<file path="config.mk">
export PLATFORM = sky130hd
export DESIGN_NAME = aes_round_key_sched
export DESIGN_NICKNAME = d
export VERILOG_FILES = /design/src/rtl/aes_pkg.sv /design/src/rtl/aes_key_step.sv /design/src/rtl/aes_sbox.sv /design/src/rtl/aes_round_key_sched.sv
export SDC_FILE = /design/constraint.sdc
export NUM_CORES = 2
export LEC_CHECK = 0
export ABC_AREA = 0
export ABC_CLOCK_PERIOD_IN_PS = 33200
export CAP_MARGIN = 0
export CORE_MARGIN = 2
export CORE_UTILIZATION = 40
export DETAILED_ROUTE_END_ITERATION = 16
export SETUP_SLACK_MARGIN = 0.1
export SYNTH_ARGS = -nofsm -noshare
export SYNTH_HDL_FRONTEND = slang
export SYNTH_HIERARCHICAL = 1
export SYNTH_SLANG_ARGS = --single-unit
export TNS_END_PERCENT = 50
</file>
<file path="constraint.sdc">
create_clock -name i_Clk -period 33.2 [get_ports i_Clk]
set_clock_uncertainty 0.2 [all_clocks]
set_input_delay 6.64 -clock i_Clk [delete_from_list [all_inputs] [get_ports i_Clk]]
set_output_delay 6.64 -clock i_Clk [all_outputs]
set_load 0.005 [all_outputs]
</file>
<file path="src/rtl/aes_pkg.sv">
// Shared AES-128 constants: sizes, round-constant table and scheduler state encoding.
package aes_pkg;
  localparam int NR = 10;
  localparam int KW = 128;
  localparam int RW = 4;

  localparam logic [1:0] IDLE    = 2'd0;
  localparam logic [1:0] PRECOMP = 2'd1;
  localparam logic [1:0] READY   = 2'd2;

  // Rcon[1..10]; anything else never feeds a real step and reads as zero
  function automatic logic [7:0] rcon(input logic [RW-1:0] r);
    case (r)
      4'd1:    rcon = 8'h01;
      4'd2:    rcon = 8'h02;
      4'd3:    rcon = 8'h04;
      4'd4:    rcon = 8'h08;
      4'd5:    rcon = 8'h10;
      4'd6:    rcon = 8'h20;
      4'd7:    rcon = 8'h40;
      4'd8:    rcon = 8'h80;
      4'd9:    rcon = 8'h1b;
      4'd10:   rcon = 8'h36;
      default: rcon = 8'h00;
    endcase
  endfunction
endpackage

</file>
<file path="src/rtl/aes_key_step.sv">
// One AES-128 key-expansion step, forward (r-1 -> r) or inverse (r -> r-1).
module aes_key_step
  import aes_pkg::*;
(
  input  logic [127:0]  key,
  input  logic [RW-1:0] round,
  input  logic          inv,
  output logic [127:0]  next_key
);
  logic [31:0] w0, w1, w2, w3;
  logic [31:0] x, rot, sub, g;
  logic [31:0] n0, n1, n2;

  assign {w0, w1, w2, w3} = key;

  // Inverse recovers old w3 as new w2^w3 before feeding g()
  assign x   = inv ? (w2 ^ w3) : w3;
  assign rot = {x[23:0], x[31:24]};

  for (genvar i = 0; i < 4; i++) begin : g_sbox
    aes_sbox u_sbox (.in_byte(rot[8*i +: 8]), .out_byte(sub[8*i +: 8]));
  end

  assign g  = sub ^ {rcon(round), 24'h0};
  assign n0 = w0 ^ g;
  assign n1 = n0 ^ w1;
  assign n2 = n1 ^ w2;

  always_comb begin
    next_key = {n0, n1, n2, n2 ^ w3};
    if (inv) next_key = {n0, w0 ^ w1, w1 ^ w2, w2 ^ w3};
  end
endmodule

</file>
<file path="src/rtl/aes_sbox.sv">
// Shared forward AES S-box: GF(2^8) inverse (x^254) followed by the affine map.
module aes_sbox (
  input  logic [7:0] in_byte,
  output logic [7:0] out_byte
);
  localparam logic [7:0] EXP = 8'd254;

  function automatic logic [7:0] gf_mul(input logic [7:0] a, input logic [7:0] b);
    logic [7:0] p, x;
    p = '0;
    x = a;
    for (int i = 0; i < 8; i++) begin
      if (b[i]) p = p ^ x;
      x = {x[6:0], 1'b0} ^ (x[7] ? 8'h1b : 8'h00);
    end
    return p;
  endfunction

  function automatic logic [7:0] rotl(input logic [7:0] v, input int n);
    return (v << n) | (v >> (8 - n));
  endfunction

  logic [7:0] inv_b;

  // x^254 is the multiplicative inverse and maps 0 to 0 for free
  always_comb begin
    inv_b = 8'h01;
    for (int i = 7; i >= 0; i--) begin
      inv_b = gf_mul(inv_b, inv_b);
      if (EXP[i]) inv_b = gf_mul(inv_b, in_byte);
    end
  end

  assign out_byte = inv_b ^ rotl(inv_b, 1) ^ rotl(inv_b, 2) ^ rotl(inv_b, 3)
                  ^ rotl(inv_b, 4) ^ 8'h63;
endmodule

</file>
<file path="src/rtl/aes_round_key_sched.sv">
// Sequential AES-128 round-key scheduler: holds one round key, steps forward or backward on demand.
module aes_round_key_sched
  import aes_pkg::*;
#(
  parameter int NR = 10,   // only 10 is supported
  parameter int KW = 128
) (
  input  logic          i_Clk,
  input  logic          i_Rstn,
  input  logic          i_Start,
  input  logic [KW-1:0] i_Key,
  input  logic          i_fDec,
  input  logic          i_Next,
  output logic [KW-1:0] o_RoundKey,
  output logic [3:0]    o_Round,
  output logic          o_Valid,
  output logic          o_Busy,
  output logic          o_Done
);
  localparam logic [RW-1:0] LAST = RW'(NR);

  logic [1:0]    state;
  logic          fdec_q;
  logic [RW-1:0] cnt;
  logic [RW-1:0] step_rnd;
  logic          step_inv;
  logic          final_rnd;
  logic [KW-1:0] step_key;

  always_comb begin
    final_rnd = fdec_q ? (o_Round == '0) : (o_Round == LAST);
    step_inv  = (state == READY) && fdec_q;
    if (state == PRECOMP) step_rnd = cnt + 4'd1;
    else if (fdec_q)      step_rnd = o_Round;
    else                  step_rnd = o_Round + 4'd1;
  end

  aes_key_step u_step (
    .key      (o_RoundKey),
    .round    (step_rnd),
    .inv      (step_inv),
    .next_key (step_key)
  );

  always_ff @(posedge i_Clk or negedge i_Rstn) begin
    if (!i_Rstn) begin
      state      <= IDLE;
      fdec_q     <= 1'b0;
      cnt        <= '0;
      o_RoundKey <= '0;
      o_Round    <= '0;
      o_Valid    <= 1'b0;
      o_Busy     <= 1'b0;
      o_Done     <= 1'b0;
    end else begin
      o_Done <= 1'b0;
      case (state)
        IDLE, READY: begin
          // Start outranks Next; a restart never reports completion
          if (i_Start) begin
            o_RoundKey <= i_Key;
            o_Round    <= '0;
            fdec_q     <= i_fDec;
            cnt        <= '0;
            state      <= i_fDec ? PRECOMP : READY;
            o_Busy     <= i_fDec;
            o_Valid    <= !i_fDec;
          end else if (state == READY && i_Next) begin
            if (final_rnd) begin
              state   <= IDLE;
              o_Valid <= 1'b0;
              o_Done  <= 1'b1;
            end else begin
              o_RoundKey <= step_key;
              o_Round    <= fdec_q ? o_Round - 4'd1 : o_Round + 4'd1;
            end
          end
        end
        PRECOMP: begin
          // Forward pre-pass to round key 10 before walking backwards
          o_RoundKey <= step_key;
          cnt        <= cnt + 4'd1;
          if (cnt == LAST - 4'd1) begin
            state   <= READY;
            o_Round <= LAST;
            o_Valid <= 1'b1;
            o_Busy  <= 1'b0;
          end
        end
        default: state <= IDLE;
      endcase
    end
  end
endmodule

</file>
== Word-level counts from Yosys, hierarchy flattened ==
Memories as Yosys holds them, arrays and structs flattened.
Cells that the tools add are included.
Storage, ports and cells
  flip-flop bits (word level): 142
  bits in read-only memories: 128
  memories kept: 1
Cells by class
  equal/unequal tests: 9
  add/sub/neg operators: 3
  bitwise logic cells: 800
  reduce and logical (&&, ||, !) cells: 14
  mux-type cells: 847
Memory list
  (no name shown): words 16, bits a word 8, read ports 1, clocked after memory_dff 0, wr ports 0, line aes_pkg.sv:13  | case (r)
Operators with widths (count)
  $mux W8: 420
  $xor A8 B8 Y8: 380
  $xor A8 B5 Y8: 364
  $mux W5: 368
  $mux W128: 3
  $pmux W128 S2: 1
  $xor A32 B32 Y32: 8
  $mux W96: 1
  $mux W4: 12
  $mux W32: 1
  $or A8 B1 Y8: 4
  $or A8 B2 Y8: 4
  $or A8 B3 Y8: 4
  $or A8 B4 Y8: 4
  $mux W7: 4
  $not A1 Y1 const A: 28
  $mux W6: 4
  $mux W2: 9
  $not A4 Y4: 4
  $pmux W4 S2: 2
  $mux W1: 15
  $mux W3: 4
  $ne A3 B3 Y1 const B: 3
  $reduce_and A3 Y1: 3
  other kinds (17): 23

== Longest topological paths before layout ==
  word-level depth: 235
  gate-level depth with buffers: 103

== By module ==
Netlist, hierarchy kept.
Modules (own cells, without submodules)
  aes_sbox: cells an instance 1801, area an instance 14800.4 um2, instances 4
  aes_round_key_sched: cells an instance 513, area an instance 7830.0 um2, instances 1
  aes_key_step: cells an instance 522, area an instance 3876.2 um2, instances 1

== Least setup slack after synthesis ==
No wires, ideal clock.
  path kind: reg-to-reg
  start point: reg state[0]
  end point: reg o_RoundKey[93]
  buffers on the path: 13
  stages on the path, launching flop included: 99
  data arrival time: 23921 ps
  setup slack: 8954 ps
  required time: 32875 ps
  cells stage by stage: dfrtp_1 buf_2 clkbuf_1 and3b_1 buf_2 buf_2 buf_2 nand2_1 xnor2_1 ha_1 clkbuf_1 a21o_1 a221o_1 a221oi_2 xor2_2 buf_2 nor2_1 xnor3_1 [63 not listed] nand2_1 xnor2_1 xnor2_1 xnor3_1 ha_1 xor2_1 xnor3_1 xnor2_1 nand2_1 xor2_1 xnor3_2 xnor3_1 xor2_1 and3_1 o31ai_2 xnor2_1 mux2_2 mux2_4
Between the ends
  elaborated cells on any way between the ends: 415
  those cells by class: 4 x eq/ne; 210 x mux; 194 x bitwise; 6 x reduce/logical; 1 x memory
RTL lines
  start: declaration: line aes_round_key_sched.sv:22  | logic [1:0] state;
  start signal: assignment: line aes_round_key_sched.sv:65  | state <= i_fDec ? PRECOMP : READY;
  $eq A2 B2 Y1 *: line aes_round_key_sched.sv:32  | step_inv = (state == READY) && fdec_q;
  $logic_and A1 B1 Y1 *: line aes_round_key_sched.sv:32
  named net step_inv: line aes_round_key_sched.sv:26  | logic step_inv;
  $mux W32 *: line aes_key_step.sv:17  | assign x = inv ? (w2 ^ w3) : w3;
  named net u_step.x[23]: line aes_key_step.sv:11  | logic [31:0] x, rot, sub, g;
  $mux W8: line aes_sbox.sv:13  | if (b[i]) p = p ^ x;
  $mux W5 or $mux W8 (tied branches): line aes_sbox.sv:14, aes_sbox.sv:13
  $xor A8 B5 Y8 or $xor A8 B8 Y8 (tied branches): line aes_sbox.sv:14, aes_sbox.sv:13
  [205 not listed]
  named net u_step.sub[29]: line aes_key_step.sv:11
  [1 not listed]
  $xor A32 B32 Y32 *: line aes_key_step.sv:25  | assign n0 = w0 ^ g;
  $xor A32 B32 Y32 *: line aes_key_step.sv:26  | assign n1 = n0 ^ w1;
  $mux W96 *: line aes_key_step.sv:31  | if (inv) next_key = {n0, w0 ^ w1, w1 ^ w2, w2 ^ w3};
  named net step_key[93]: line aes_round_key_sched.sv:28  | logic [KW-1:0] step_key;
  $mux W128: line aes_round_key_sched.sv:69  | if (final_rnd) begin
  $mux W128: line aes_round_key_sched.sv:68  | end else if (state == READY && i_Next) begin
  $mux W128: line aes_round_key_sched.sv:60  | if (i_Start) begin
  $pmux W128 S2 *: line aes_round_key_sched.sv:57  | case (state)
  end signal: assignment: line aes_round_key_sched.sv:61  | o_RoundKey <= i_Key;
  end signal: assignment: line aes_round_key_sched.sv:74  | o_RoundKey <= step_key;
  end signal: assignment: line aes_round_key_sched.sv:81  | o_RoundKey <= step_key;
  end: declaration: line aes_round_key_sched.sv:14  | output logic [KW-1:0] o_RoundKey,
Mark *: on every way through the listed nets, which the timed path passes. The rest lies on a longest branch. The select of a mux whose other input is x is not followed.
A chain may end at the register's enable or synchronous reset.

== Worst setup path after layout ==
  start point: reg state[0]
  end point: reg o_RoundKey[20]
Between the ends
  elaborated cells on any way between the ends: 414
  those cells by class: 4 x eq/ne; 209 x mux; 195 x bitwise; 6 x reduce/logical
RTL lines
  $eq A2 B2 Y1 *: line aes_round_key_sched.sv:32
  $logic_and A1 B1 Y1 *: line aes_round_key_sched.sv:32
  named net step_inv: line aes_round_key_sched.sv:26
  $mux W32 *: line aes_key_step.sv:17
  named net u_step.x[15]: line aes_key_step.sv:11
  $mux W8: line aes_sbox.sv:13
  $mux W5 or $mux W8 (tied branches): line aes_sbox.sv:14, aes_sbox.sv:13
  $xor A8 B5 Y8 or $xor A8 B8 Y8 (tied branches): line aes_sbox.sv:14, aes_sbox.sv:13
  [205 not listed]
  named net u_step.g[20]: line aes_key_step.sv:11
  [1 not listed]
  named net step_key[116]: line aes_round_key_sched.sv:28
  [1 not listed]
  $xor A32 B32 Y32 *: line aes_key_step.sv:27  | assign n2 = n1 ^ w2;
  $xor A32 B32 Y32 *: line aes_key_step.sv:30  | next_key = {n0, n1, n2, n2 ^ w3};
  $mux W96 *: line aes_key_step.sv:31
  named net step_key[20]: line aes_round_key_sched.sv:28
  $mux W128: line aes_round_key_sched.sv:69
  $mux W128: line aes_round_key_sched.sv:68
  $mux W128: line aes_round_key_sched.sv:60
  $pmux W128 S2 *: line aes_round_key_sched.sv:57
Marks and branches as above.

==> impl_metrics.yaml <==
status:
  outcome: "finished clean"
critical_path:
  path_common_cell: "xnor2_1"
  arrival_ps: 30770
  crit_required_ps: 33380
  critPathMaxFanout: 45
  cp-start-kind: "flop"
  crit_path_end_kind: "flop"
  critPathSlowestCell: "xnor2_1"
  cpPeakStageDelay_ps: 940
  regToRegSetupSlack_ps: 2600
  crit_type: "reg2reg"
drt:
  dr.pass1.iters: 8
  initialDrtViolationCount: 5704
  wl_per_cell_um: 21.7
  vias_per_cell: 5.78
  vias: 60600
  ant_nets: 0
  drc_errors: 0
  drt_wl_total_mm: 228
cts:
  clock_sinks: 142
  cts_tree: "built"
  clk_pin_slew_ps: 70
  postCtsHoldBufs: 0
  cts_root_buf: "clkbuf_16"
  cts_buffer_depth: 2
  cts_buffers: 17
  postCtsSetupBuffers: 0
  clk_latency_ps: 490
  htree_levels: 4
  cts_resized: 0
floorplan:
  die_x_um: 425
  initial_core_util: 0.403
  io_pins: 268
  fp.dieH_um: 425
  core_area_mm2: 0.176
  dieArea_mm2: 0.181
  rows: 154
global_routing:
  grt_pass1_wl_mm: 352
  grt_pass1_vias: 58200
  top_usage_layer: "met2"
  grt_use_met1: 0.318
  grt-ovfl-total: 0
  track_usage: 0.243
  antenna_found_initial: 14
  grt_util_met3: 0.0163
  met2_usage: 0.407
  grt_max_degree: 91
synthesis:
  synth_area_leaders: "xnor2_1 19%, xnor3_1 14%, xor2_1 5.9%"
  ys.flop_type: "dfrtp_1"
  yosys_register_bits: 142
  netlist.area_leader.share: 0.190
  synth_edf_count: 0
  syn_inst: 8239
  syn-num-nets: 8409
  syn_area_per_cell_um2: 8.61
  synthesis.area_mm2: 0.0709
  async_flop_share: 1.00
  synthDistinctLibCells: 117
  yosys.area.top_type: "xnor2_1"
  yosysWarnings: 6
  yosysSeqAreaShare: 0.0501
place:
  hpwl_mm: 166
  gp_congestion: 0.951
  port_buffers: 267
finish:
  n_fill_cell: 17400
  final_nets: 8285
  drive_above_1_share: 0.122
  area_delta_synth_final_pct: 6.51
hold_path:
  min_path_type: "reg2reg"
sta:
  period_needed_ps: 30600
  max_slew_margin: 0.0368
  rsz0062_at_grt: "no"
  setup_viol: 0
  max_freq_ghz: 0.0327
  max_slew.worst_pin.slew_ps: 1430
  hold_viol: 0
  period_share: 0.922
  fin_setup_tns_ps: 0
  final-max-slew-violation-count: 0
run:
  maxCapViolCount: 0
## cell usage in the layout (no fill, tap or decap), types with 39 or more instances in the layout
cell type | synthesis | final
xor2_1 | 476 | 476
mux2_4 | 124 | 124
xor2_2 | 41 | 41
inv_1 | 102 | 102
nand3_1 | 135 | 135
buf_4 | 36 | 131
nand2b_1 | 61 | 61
xnor2_2 | 145 | 181
xnor2_1 | 1537 | 1501
o221ai_1 | 41 | 41
o21ai_1 | 80 | 82
o211ai_1 | 97 | 97
nor2_1 | 645 | 645
o22ai_1 | 41 | 41
nand4_1 | 63 | 63
a211oi_1 | 56 | 56
nor3_1 | 133 | 133
dfrtp_1 | 142 | 142
nor4_1 | 44 | 44
xnor3_2 | 48 | 48
nor2b_1 | 112 | 112
xor3_1 | 92 | 92
nand2_1 | 1104 | 1103
mux2_2 | 172 | 172
or3_1 | 44 | 44
a221oi_1 | 48 | 48
mux2i_1 | 242 | 242
a21oi_1 | 194 | 194
clkdlybuf4s50_1 | 0 | 266
o21ai_0 | 235 | 233
a22oi_1 | 76 | 76
and2_1 | 84 | 84
and3_1 | 39 | 39
xnor3_1 | 428 | 428
## registers in the layout, summed over array words and instances, names as in the netlist
signal	cells
o_RoundKey	128
cnt	4
o_Round	4
state	2
fdec_q	1
o_Busy	1
o_Done	1
o_Valid	1
## layer usage
metal | routed length (um) | vias up
met2 | 108000 | 2193
met4 | 11200 | 0
met3 | 11700 | 408
met5 | 0 | -
li1 | - | 28400
met1 | 96300 | 29600
## area by class of cell
class / instances / area (um^2) / area share
multi-input cells: 7404 / 64200 / 0.851
diodes: 9 / 22.5 / 0.000298
repair buffers: 399 / 3680 / 0.0487
well taps: 2340 / 2930 / 0.0388
clock buffers: 19 / 433 / 0.00573
inverters: 151 / 567 / 0.00750
flip-flops and latches: 142 / 3550 / 0.0470
clock inverters: 13 / 108 / 0.00142
## critical path, delay by kind of cell (launching register included)
| family | cells | cell delay, ps |
|---|---|---|
| compound gates | 8 | 1760 |
| xor+xnor | 46 | 17200 |
| fa+ha+maj | 7 | 3070 |
| buf+inv | 11 | 3500 |
| flops | 1 | 580 |
| mux | 2 | 520 |
| simple gates | 16 | 3420 |
## cells in the mapped netlist, types with 36 or more instances
cell type	instances
nand4_1	63
mux2_2	172
mux2_4	124
xnor3_2	48
nand2b_1	61
xor3_1	92
buf_4	36
o21ai_1	80
buf_2	176
nor4_1	44
xor2_1	476
xnor3_1	428
xnor2_1	1537
a21oi_1	194
nor3_1	133
o22ai_1	41
a221oi_1	48
and2_1	84
and3_1	39
buf_1	46
xnor2_2	145
inv_1	102
nor2b_1	112
o221ai_1	41
nand3_1	135
mux2i_1	242
inv_2	37
dfrtp_1	142
nand2_1	1104
xor2_2	41
clkbuf_1	238
a22oi_1	76
o21ai_0	235
or3_1	44
a211oi_1	56
o211ai_1	97
nor2_1	645
ha_1	37
## metrics by stage
| stage | hold WS [ps] | setup WS, ps | instances | util | instance area [um^2] |
|---|---|---|---|---|---|
| global route | 401 | 387 | 10500 | 0.429 | 75500 |
| floorplan | 338 | 8950 | 8239 | - | 70900 |
| CTS | 372 | 2690 | 10500 | 0.429 | 75500 |
| finish | 363 | 2600 | 10500 | 0.429 | 75500 |
| global placement | 354 | 3200 | 10400 | 0.426 | 75000 |
| detailed placement | 354 | 2820 | 10400 | 0.426 | 75000 |
## kinds of logic after synthesis
family | after synthesis | share of synthesized area
AOI/OAI and AO/OA | 1341 | 0.138
xor gates and xnor gates | 2819 | 0.494
adders and majority gates | 37 | 0.00653
buffers and inverters | 693 | 0.0479
DFF | 142 | 0.0501
muxes | 538 | 0.0877
and+or+nand+nor | 2669 | 0.176
## worst paths after layout
kind                                            from                           to  cells after the start
min in group asynchronous                     i_Rstn  o_RoundKey[118]$_DFFE_PN0P_                      1
worst max register to register  state[0]$_DFFE_PN0P_   o_RoundKey[20]$_DFFE_PN0P_                     90
worst min-delay path             o_Valid$_DFFE_PN0P_          o_Valid$_DFFE_PN0P_                      2
worst max-delay path            state[0]$_DFFE_PN0P_   o_RoundKey[20]$_DFFE_PN0P_                     90
max in group asynchronous                     i_Rstn   o_RoundKey[30]$_DFFE_PN0P_                      2
worst min register to register   o_Valid$_DFFE_PN0P_          o_Valid$_DFFE_PN0P_                      2
Power is left out: the tool's default activity adds up to more than one toggle a clock period on the data nets, which glitch-free logic cannot reach.
